**src/rtl/drum_step_sequencer.sv**
```systemverilog
// drum_step_sequencer: launches one drum-grid step per sample slot and captures the centre amplitude
module drum_step_sequencer #(
    parameter int DATA_W       = 18,
    parameter int RESET_CYCLES = 4,
    parameter int TIMEOUT      = 4096,
    parameter int CNT_W        = 32
) (
    input  logic              clk_50,
    input  logic              reset,
    input  logic              run_en,
    input  logic              strike,
    input  logic [DATA_W-1:0] u_init_in,
    input  logic [DATA_W-1:0] rho_init_in,
    input  logic [8:0]        height_in,
    output logic              grid_reset,
    output logic              grid_start,
    output logic [DATA_W-1:0] grid_u_init,
    output logic [DATA_W-1:0] grid_rho_init,
    output logic [8:0]        grid_height,
    input  logic              grid_done,
    input  logic [DATA_W-1:0] grid_u_center,
    output logic [15:0]       sample_data,
    output logic              sample_valid,
    input  logic              sample_ready,
    output logic [CNT_W-1:0]  step_count,
    output logic [15:0]       step_cycles,
    output logic              busy,
    output logic              timeout_err
);
    localparam logic [1:0]  S_STRIKE = 2'd0;
    localparam logic [1:0]  S_IDLE   = 2'd1;
    localparam logic [1:0]  S_LAUNCH = 2'd2;
    localparam logic [1:0]  S_WAIT   = 2'd3;
    localparam logic [15:0] RST_LAST = 16'(RESET_CYCLES - 1);
    localparam logic [31:0] CC_LAST  = 32'(TIMEOUT - 1);

    logic [1:0]  state;
    logic [1:0]  state_next;
    logic [15:0] rst_cnt;
    logic [31:0] cc;
    logic [31:0] cc_inc;
    logic        done_d;
    logic        rise;
    logic        expire;
    logic        capture;
    logic        abort;
    logic        go;
    logic        unused_lsbs;

    assign grid_reset  = (state == S_STRIKE);
    assign grid_start  = (state == S_LAUNCH);
    assign busy        = (state != S_IDLE);
    assign go          = run_en && (!sample_valid || sample_ready);
    assign rise        = (state == S_WAIT) && grid_done && !done_d;
    assign expire      = (state == S_WAIT) && !rise && (cc >= CC_LAST);
    assign capture     = rise && !strike;
    assign abort       = expire && !strike;
    assign cc_inc      = cc + 32'd1;
    assign unused_lsbs = ^grid_u_center[DATA_W-17:0];

    // Next-state selection; a strike overrides whatever the sequencer was doing
    always_comb begin
        state_next = state;
        case (state)
            S_STRIKE: state_next = (rst_cnt == RST_LAST) ? S_IDLE : S_STRIKE;
            S_IDLE:   state_next = go ? S_LAUNCH : S_IDLE;
            S_LAUNCH: state_next = S_WAIT;
            default:  state_next = (rise || expire) ? S_IDLE : S_WAIT;
        endcase
        if (strike)
            state_next = S_STRIKE;
    end

    // State register; chip reset parks the grid in its reset window
    always_ff @(posedge clk_50 or negedge reset) begin
        if (!reset)
            state <= S_STRIKE;
        else
            state <= state_next;
    end

    // Grid reset window length; a strike restarts the window
    always_ff @(posedge clk_50 or negedge reset) begin
        if (!reset)
            rst_cnt <= '0;
        else if (strike)
            rst_cnt <= '0;
        else if (state == S_STRIKE)
            rst_cnt <= rst_cnt + 16'd1;
    end

    // Strike parameters held steady for the grid until the next strike
    always_ff @(posedge clk_50 or negedge reset) begin
        if (!reset) begin
            grid_u_init   <= '0;
            grid_rho_init <= '0;
            grid_height   <= '0;
        end else if (strike) begin
            grid_u_init   <= u_init_in;
            grid_rho_init <= rho_init_in;
            grid_height   <= height_in;
        end
    end

    // Step duration counter and done edge tracker, primed at launch so a stale done level is not a completion
    always_ff @(posedge clk_50 or negedge reset) begin
        if (!reset) begin
            cc     <= '0;
            done_d <= 1'b0;
        end else if (state == S_LAUNCH) begin
            cc     <= '0;
            done_d <= grid_done;
        end else if (state == S_WAIT) begin
            cc     <= cc_inc;
            done_d <= grid_done;
        end
    end

    // Output sample register with valid/ready handshake
    always_ff @(posedge clk_50 or negedge reset) begin
        if (!reset) begin
            sample_valid <= 1'b0;
            sample_data  <= '0;
        end else if (state == S_STRIKE) begin
            sample_valid <= 1'b0;
        end else if (capture) begin
            sample_valid <= 1'b1;
            sample_data  <= grid_u_center[DATA_W-1:DATA_W-16];
        end else if (sample_valid && sample_ready) begin
            sample_valid <= 1'b0;
        end
    end

    // Debug counters: completed steps and duration of the last step
    always_ff @(posedge clk_50 or negedge reset) begin
        if (!reset) begin
            step_count  <= '0;
            step_cycles <= '0;
        end else if (state == S_STRIKE) begin
            step_count  <= '0;
            step_cycles <= '0;
        end else if (capture) begin
            step_count  <= step_count + 1'b1;
            step_cycles <= (|cc_inc[31:16]) ? 16'hFFFF : cc_inc[15:0];
        end
    end

    // Sticky timeout flag, cleared only by a strike window
    always_ff @(posedge clk_50 or negedge reset) begin
        if (!reset)
            timeout_err <= 1'b0;
        else if (state == S_STRIKE)
            timeout_err <= 1'b0;
        else if (abort)
            timeout_err <= 1'b1;
    end
endmodule

```
**config.mk**
```make
export PLATFORM = sky130hd
export DESIGN_NAME = drum_step_sequencer
export DESIGN_NICKNAME = d
export VERILOG_FILES = /design/src/rtl/drum_step_sequencer.sv
export SDC_FILE = /design/constraint.sdc
export NUM_CORES = 1
export LEC_CHECK = 0
export ABC_AREA = 1
export CAP_MARGIN = 40
export CORE_ASPECT_RATIO = 0.9
export CORE_MARGIN = 2
export CORE_UTILIZATION = 45
export CTS_BUF_LIST = sky130_fd_sc_hd__clkbuf_8 sky130_fd_sc_hd__clkbuf_16
export CTS_CLUSTER_DIAMETER = 100
export DETAILED_ROUTE_END_ITERATION = 16
export PLACE_DENSITY = 0.76
export SYNTH_ARGS = -nofsm -noshare
export SYNTH_HDL_FRONTEND = slang
export SYNTH_SLANG_ARGS = --single-unit
```
**constraint.sdc**
```tcl
create_clock -name clk_50 -period 1.94 [get_ports clk_50]
set_clock_uncertainty 0.05 [all_clocks]
set_input_delay 0.194 -clock clk_50 [delete_from_list [all_inputs] [get_ports clk_50]]
set_output_delay 0.194 -clock clk_50 [all_outputs]
set_load 0.005 [all_outputs]
```
==> impl_results.md <==
- Final setup fails: 19
- Fin area: between 10000 and 15000 um2
- Max VDD drop: 0.000623 V
- WL final: 25.1 mm
- Vias in the first global route: ~8000
- Row Count: 46
- Initial Util: a little under half
- Synth cell types: 37
- Chip Width: about 150 um
- Die ar.: roughly 19000 um2
- Worst-Skew Late Latency: between 0.4 and 0.5 ns
- CTS tree: yes
- Static leakage: 0.00590 uW
- Rel. slew slack: approximately 63%
- Area share of the largest cell type after synthesis: approximately half
- Area of the multi-input gates: roughly 3800 um2
- Post-layout util: ~69%
- Core Region: approximately 18000 um2
- Final HPWL DP: about 16 mm
- Setup crit start kind: flip-flop
- Initial DRT Pass Iterations: 6
- Fmax: 442 MHz
- Sequential area share after synthesis: around 50%
- Crit. End Element: flip-flop
- Remaining Overflow, GRT: 0
- Min-Delay Path Class: in -> async
- Syn Inst Count: about 1000
- Number of max-cap violations: 0
- Syn_nets: 1114
- Number of inserted diodes: 0
- Via count: slightly above 8000
- Top Ports: ~180
- Crit Path Class: reg -> reg
- CTS Buffer Depth: 2
- # DRC: 0
- Pin count of the biggest net entering global routing: 54
- Synth area leaders: dfrtp_1, nand2_1, inv_1, nand3_1, nor2_1
- Initial antenna violation count: 0
- Post-synth top area cell: dfrtp_1
- Power density cells: roughly 700 nW/um2
- Vias per inst: around 5.1
- Register Area: between 4000 and 5000 um2
- Overall Power: ~8500 uW
- Failing checks: negative setup slack
- Seq cells post-synth: approximately 160
- Slack of the critical path: -0.320 ns
- Post-DP Area: between 10000 and 15000 um2
- GP Congestion: slightly above 0.9
- Max H-tree Level: 4
- Share of layout cells above drive strength 1: a little over a fifth
- Slew @ Worst Pin: between 0.5 and 0.6 ns
- Slew Limit Fails: 0
- Fillers: roughly 1400
- Area delta synth->final: 50.8%
- Syn avg cell area: 7.75 um2
- CTS buffer count: 17
- Status: complete, but fails checks
- DR iter-0 viols: about 530
- Commonest non-fill, non-tap cell in the layout: nand2_1
- Hold slack: 0.233 ns
- Clock root buffer: clkbuf_16
- Antenna Nets Post-Route: 0
- GRT Overall Usage: ~26%
- Clk sinks: 162
- I/O Buffers: 180
- Post-Synthesis Cell Area: between 8000 and 9000 um2
- Final hold vios: 0
- Post-DR wirelength/cell: approximately 16 um
- Critical Path Fanout Max: 7
- Clock-pin slew on the worst setup and hold paths: about 0.07 ns
- Ys Warns: 0
- Final net count: 1429
- DIE HEIGHT: ~130 um
- Arr. time, crit path: 2.53 ns
- Period utilization: 116%
- Minimum clock period: 2.26 ns
- Global-route wire length before repair: a little under 40 mm
- RSZ-0062 raised after global routing: yes
- Most frequent cells in the layout: nand2_1, clkdlybuf4s50_1, dfrtp_1, buf_4, inv_1
- Worst Path Required: 2.21 ns
==> report_power, final <==
group / switching [uW] / internal, uW / leakage [uW] / total, uW
sequential: 111 / 3540 / 0.00217 / 3650
combinational: 778 / 760 / 0.00346 / 1540
clock: 1410 / 1960 / 0.000273 / 3360
==> area by class of cell <==
cell class	count	area share [%]
inverter	98	3.02
tap	240	2.47
sequential	162	33.3
multi-input combinational	748	31.2
clock buffer	19	3.72
clock inverter	12	1.10
timing repair buffer	330	25.2
==> synth_stat cells <==
cell type,count
o22ai_1,10
nand3_1,59
dfrtp_1,162
a21o_1,2
o21ai_0,52
nand4_1,13
buf_6,2
a21oi_1,33
xor2_1,11
a211oi_1,1
a41oi_1,1
nor3b_1,1
nor2_8,2
inv_1,94
nor3_2,3
clkbuf_1,24
o221a_2,1
buf_1,3
and3_1,1
nor2_2,9
nand2_2,10
nand3_2,10
nor4_1,9
buf_4,1
xnor2_1,2
a22o_1,2
ha_1,3
o21ai_1,3
nand2_1,402
nand2_4,3
nor2_1,71
nor3_1,22
nor2_4,10
o21a_1,1
inv_2,4
buf_2,4
nor3b_2,1
==> through the flow <==
| step | std cells | setup TNS (ns) | worst slack (ns) |
|---|---|---|---|
| 2_1_floorplan | 1042 | -0.351 | -0.0375 |
| 3_3_place_gp | 1527 | -5.36 | -0.270 |
| 3_5_place_dp | 1527 | -7.71 | -0.360 |
| 4_1_cts | 1579 | -3.35 | -0.231 |
| 5_1_grt | 1609 | -7.87 | -0.476 |
| 6_report | 1609 | -4.80 | -0.320 |
==> kinds of logic (layout without fill, tap and decap cells) <==
kind of cell             count (synthesis)  count (layout)  share of synthesized area (%)
AO/OA/AOI/OAI                          106             106                           7.07
XOR/XNOR                                13              13                           1.41
adder cells (fa/ha/maj)                  3               3                          0.465
buffers and inverters                  132             459                           6.43
flip-flops                             162             162                           50.2
AND/OR/NAND/NOR                        626             626                           34.4
==> routing by layer <==
metal	global-route usage (%)	vias up	wire length (um)
met5	0	-	0
met4	8.54	0	450
met3	8.55	45	2220
met2	42.9	323	12100
met1	31.6	3937	10300
li1	-	3937	-
==> repair_timing <==
item | in CTS | in global routing
hold buffers | 1 | 0
gates resized for setup | 19 | 81
hold endpoints to repair | 47 | 0
pin swaps | 19 | 46
setup buffers | 20 | 31
endpoints found under the setup margin | 25 | 42
cloned | 1 | 0
==> critical path, stage by stage, from the launching register on <==
cell	delay, ns
dfrtp_1	0.37
ha_2	0.20
nand2_2	0.08
nor2_4	0.17
nand2_4	0.12
nor2_4	0.16
nand2_1	0.07
nand2_1	0.08
nand2_2	0.07
nor2_2	0.12
nand2_2	0.10
nor2_8	0.21
buf_4	0.17
nand3_2	0.06
nand2_1	0.06
nand2_1	0.05
==> path summary, 6_finish.rpt <==
kind                                 start               end  slack, ns  depth (start not counted)
max                                  cc[0]   step_cycles[13]      -0.32                         15
min                                  reset    grid_u_init[0]       0.23                          2
max reg2reg                          cc[0]   step_cycles[13]      -0.32                         15
min reg2reg                step_cycles[10]   step_cycles[10]       0.42                          2
max in group asynchronous            reset   grid_u_init[12]       0.94                          3
min in group clk_50         rho_init_in[3]  grid_rho_init[3]       0.24                          3
==> flip-flops by register name, summed over array words and instances, names as in the netlist <==
signal / count
cc: 32
sample_data: 16
sample_valid: 1
timeout_err: 1
grid_u_init: 18
step_count: 32
grid_height: 9
step_cycles: 16
state: 2
rst_cnt: 16
grid_rho_init: 18
done_d: 1
Note: power is estimated with default switching activity, not from simulation.
